[src/rtl/instr_fetch_unit.sv]
// Instruction fetch stage: drives a 1-cycle-latency instruction memory, buffers
// returned words with their PC in a small FIFO, and hands them to decode via valid/ready.
module instr_fetch_unit #(
  parameter int unsigned ADDR_W   = 10,
  parameter int unsigned DEPTH    = 4,
  parameter logic [31:0] RESET_PC = 32'h0
) (
  input  logic              clk,
  input  logic              rst,
  input  logic              halt,
  input  logic              redirect_valid,
  input  logic [31:0]       redirect_pc,
  output logic              imem_en,
  output logic [ADDR_W-1:0] imem_addr,
  input  logic [31:0]       imem_rdata,
  output logic              instr_valid,
  output logic [31:0]       instr_out,
  output logic [31:0]       instr_pc,
  input  logic              instr_ready
);

  localparam int unsigned PtrW = $clog2(DEPTH);
  localparam int unsigned CntW = PtrW + 1;

  typedef enum logic [1:0] {StIdle, StRun, StHalted} state_e;

  state_e            state_q, state_d;
  logic [31:0]       fetch_pc_q, fetch_pc_d;
  logic              inflight_q, inflight_d;
  logic [31:0]       inflight_pc_q;
  logic [CntW-1:0]   count_q, count_d;
  logic [PtrW-1:0]   rd_ptr_q, rd_ptr_d, wr_ptr_q, wr_ptr_d;
  logic [31:0]       mem_instr_q [DEPTH];
  logic [31:0]       mem_pc_q [DEPTH];
  logic [31:0]       head_instr_q, head_instr_d, head_pc_q, head_pc_d;
  logic [CntW:0]     credit;
  logic              issue, push, pop;

  always_comb begin
    state_d = state_q;
    unique case (state_q)
      StIdle:   state_d = StRun;
      StRun:    if (halt) state_d = StHalted;
      StHalted: if (!halt) state_d = StRun;
      default:  state_d = StIdle;
    endcase
  end

  // Buffered plus in-flight words must fit, so a returning response can always be pushed.
  assign credit      = {1'b0, count_q} + (CntW + 1)'(inflight_q);
  assign issue       = (state_q == StRun) && (credit < (CntW + 1)'(DEPTH)) && !redirect_valid;
  assign imem_en     = issue;
  assign imem_addr   = issue ? fetch_pc_q[ADDR_W-1:0] : '0;
  assign push        = inflight_q && !redirect_valid;
  assign instr_valid = (count_q != '0);
  assign pop         = instr_valid && instr_ready;
  assign instr_out   = head_instr_q;
  assign instr_pc    = head_pc_q;

  always_comb begin
    fetch_pc_d = fetch_pc_q;
    inflight_d = issue;
    count_d    = count_q;
    rd_ptr_d   = rd_ptr_q;
    wr_ptr_d   = wr_ptr_q;
    if (redirect_valid) begin
      fetch_pc_d = redirect_pc;
      count_d    = '0;
      rd_ptr_d   = '0;
      wr_ptr_d   = '0;
    end else begin
      if (issue) fetch_pc_d = fetch_pc_q + 32'd1;
      if (push)  wr_ptr_d   = wr_ptr_q + 1'b1;
      if (pop)   rd_ptr_d   = rd_ptr_q + 1'b1;
      count_d = count_q + CntW'(push) - CntW'(pop);
    end
  end

  // Head registers preload the next head entry; they hold their value when the FIFO empties.
  always_comb begin
    head_instr_d = head_instr_q;
    head_pc_d    = head_pc_q;
    if (count_d != '0) begin
      if (push && (rd_ptr_d == wr_ptr_q)) begin
        head_instr_d = imem_rdata;
        head_pc_d    = inflight_pc_q;
      end else begin
        head_instr_d = mem_instr_q[rd_ptr_d];
        head_pc_d    = mem_pc_q[rd_ptr_d];
      end
    end
  end

  always_ff @(posedge clk or negedge rst) begin
    if (!rst) begin
      state_q       <= StIdle;
      fetch_pc_q    <= RESET_PC;
      inflight_q    <= 1'b0;
      inflight_pc_q <= '0;
      count_q       <= '0;
      rd_ptr_q      <= '0;
      wr_ptr_q      <= '0;
      head_instr_q  <= '0;
      head_pc_q     <= '0;
    end else begin
      state_q      <= state_d;
      fetch_pc_q   <= fetch_pc_d;
      inflight_q   <= inflight_d;
      count_q      <= count_d;
      rd_ptr_q     <= rd_ptr_d;
      wr_ptr_q     <= wr_ptr_d;
      head_instr_q <= head_instr_d;
      head_pc_q    <= head_pc_d;
      if (issue) inflight_pc_q <= fetch_pc_q;
    end
  end

  always_ff @(posedge clk) begin
    if (push) begin
      mem_instr_q[wr_ptr_q] <= imem_rdata;
      mem_pc_q[wr_ptr_q]    <= inflight_pc_q;
    end
  end

endmodule

[config.mk]
export PLATFORM = sky130hd
export DESIGN_NAME = instr_fetch_unit
export DESIGN_NICKNAME = d
export VERILOG_FILES = /design/src/rtl/instr_fetch_unit.sv
export SDC_FILE = /design/constraint.sdc
export NUM_CORES = 1
export LEC_CHECK = 0
export CORE_MARGIN = 10
export CORE_UTILIZATION = 50
export CTS_CLUSTER_DIAMETER = 120
export DETAILED_ROUTE_END_ITERATION = 12
export GPL_TIMING_DRIVEN = 0
export PLACE_DENSITY = 0.7
export SYNTH_ARGS = -nofsm -noshare
export SYNTH_HDL_FRONTEND = slang
export SYNTH_SLANG_ARGS = --single-unit
[constraint.sdc]
create_clock -name clk -period 6.2 [get_ports clk]
set_clock_uncertainty 0.15 [all_clocks]
set_input_delay 0.93 -clock clk [delete_from_list [all_inputs] [get_ports clk]]
set_output_delay 0.93 -clock clk [all_outputs]
set_load 0.005 [all_outputs]
==> flow_summary.yaml <==
outcome:
  status: "finished, final reports clean"
setup_path:
  cp_cell_sequence: "clkdlybuf4s50_1 > nor2b_1 > inv_1 > ha_1 > inv_1 > ha_1 > inv_1 > fa_1 > xnor2_1 > a31o_2 > clkbuf_1 > clkbuf_1 > nand2_1 > o221ai_2"
  endpoint_kind: "flop"
  critPathBufInv: 6
  crit_required_ns: 6.49
  cpMaxStageDelayCell: "clkbuf_1"
  setup.worst_path.start_class: "primary input"
  crit_path_max_fanout: 10
  max_stage_delay_ns: 0.66
  path_common_cell: "inv_1"
  crit_family: "buffers and inverters"
  critical_path_arrival_ns: 4.92
  path_class: "primary input to flop"
cts:
  tritoncts: "yes"
  post_cts_resize_count: 0
  cts.sinks: 394
  h-tree-depth: 2
  holdBufCountCts: 0
  cts-root-buf: "clkbuf_16"
  clkSlewWorstSetupHoldPaths_ns: 0.06
  cts_buffers: 41
  postCtsSetupRepairBufs: 0
  insertion_delay_ns: 0.54
  clk_path_buf_depth: 3
yosys:
  ys.flop_type: "edfxtp_1"
  postSynthCellCount: 1141
  synthTopCellsByArea: "edfxtp_1 (45%), dfrtp_1 (20%), mux2i_1 (7.5%)"
  synth_area_um2: 17100
  yosysTopAreaCell: "edfxtp_1"
  synth_nets: 1219
  yosysMostFrequentCell: "edfxtp_1"
  synth_top_area_frac: 0.449
  synth_edf_count: 256
  synthTopCellsByCount: "edfxtp_1 (256), dfrtp_1 (138), mux2i_1 (129), nand2_1 (122), inv_1 (74)"
  async_flop_share: 0.350
  yosysSeqAreaShare: 0.651
  syn_avg_cell_area_um2: 15.0
  synth.distinct_cells: 57
  yosysWarningCount: 0
  synth-seq-cells: 394
sta:
  setup_violations: 0
  final.min_clock_period_ns: 4.63
  tightest_slew_ns: 0.971
  hold_violations: 0
  slew_viol_final: 0
  whs_ns: 0.204
  fmax_mhz: 216
  rsz0062_at_grt: "no"
  finalCritPeriodShare: 0.746
  slew_headroom: 0.353
final_layout:
  area_delta_synth_final_pct: 20.9
  layout-drive-gt1-share: 0.179
  stdcell_count: 1814
  diodes: 0
  nNetsFinal: 1411
die:
  die_h_um: 205
  start_util: 0.508
  core_area_um2: 33700
  dieArea_um2: 42000
  std_cell_rows: 67
  ioPinCount: 145
  die_w_um: 205
pwr:
  pwr_density_cell_nw_per_um2: 445
  vdd_drop_max_v: 0.000229
  power_leakage_nw: 7.43
grt:
  grt_start_max_net_pins: 90
  grt_pass1_wl_um: 60900
  grt_pass1_vias: 10500
  antenna_found_initial: 0
  grt-ovfl-total: 0
  track_usage: 0.185
placed_design:
  port_buffers: 144
  place_congestion: 0.883
  dp_hpwl_um: 24800
  dp_cells: 1738
drt:
  ant_nets: 0
  via_per_inst: 5.48
  drt_iter0_markers: 591
  post_drt_wl_per_cell_um: 21.4
  dr.pass1.iters: 5
  drc_errors: 0
  route.vias.total: 9935
  finalWirelength_um: 38800
flow_run:
  drv_cap: 0
hold_path:
  hold_path_class: "primary input to asynchronous set/reset pin"
==> placed cells by master, fill, tap and decap left out, drive strengths merged, types with 8 or more instances in the layout <==
cell type / n
and2: 17
buf: 39
clkbuf: 84
clkdlybuf4s50: 143
clkinv: 15
dfrtp: 138
edfxtp: 256
ha: 8
inv: 75
mux2: 69
mux2i: 129
nand2: 122
nand3: 12
nand4: 15
nor2: 16
nor4: 16
o21ai: 49
o21bai: 10
o221ai: 63
xnor2: 22
xor2: 12
==> per-layer routing <==
metal  routed length (µm)  global-route usage
met5                    0                   0
met1                17200               0.253
met3                 2120              0.0338
met2                19000               0.303
met4                  467              0.0412
==> metrics by stage <==
step	setup WS (ns)	total power (W)	utilization	TNS (ns)	area (µm²)
finish	1.57	0.00920	0.614	0	20700
global route	1.33	0.00968	0.614	0	20700
CTS	1.58	0.00930	0.614	0	20700
detailed placement	1.05	0.00671	0.572	0	19300
global placement	-2.29	0.00664	0.567	-313.12	19100
floorplan	2.69	0.00553	-	0	17100
==> area by class of cell <==
| type | instances | area, µm² |
|---|---|---|
| fill | 2540 | 13000 |
| sequential | 394 | 11100 |
| tap | 448 | 561 |
| clock buffer | 52 | 1130 |
| inverter | 74 | 278 |
| clock inverter | 24 | 295 |
| buffer | 65 | 487 |
| multi-input combinational | 608 | 5230 |
| timing repair buffer | 149 | 1580 |
==> power breakdown <==
| part | internal (W) | switching (W) |
|---|---|---|
| Clock | 0.00158 | 0.000986 |
| Combinational | 0.00142 | 0.00151 |
| Sequential | 0.00338 | 0.000326 |
==> worst paths after layout <==
path,startpoint,end,slack [ns],cells past startpoint
hold reg to reg,instr_out[30],instr_out[30],0.34,2
setup reg to reg,count_q[1],instr_pc[3],1.93,13
hold / removal,rst,instr_out[5],0.20,1
setup / recovery,redirect_valid,instr_pc[3],1.57,14
min in group clk,instr_out[30],instr_out[30],0.34,2
max in group asynchronous,rst,inflight_pc_q[20],4.77,2
==> cell families after synthesis <==
kind of cell               synth area share
DFF                                   0.651
and+or+nand+nor                      0.0638
muxes                                 0.134
AOI/OAI and AO/OA                    0.0823
buffers and inverters                0.0447
xor gates and xnor gates             0.0178
adders and majority gates           0.00702
==> sequential cells by signal, indices dropped and copies added (netlist names) <==
register	flops
mem_pc_q	128
count_q	3
inflight_pc_q	32
inflight_q	1
instr_pc	32
state_q	2
instr_out	32
rd_ptr_q	2
wr_ptr_q	2
mem_instr_q	128
fetch_pc_q	32
(Power assumes the default switching activity.)
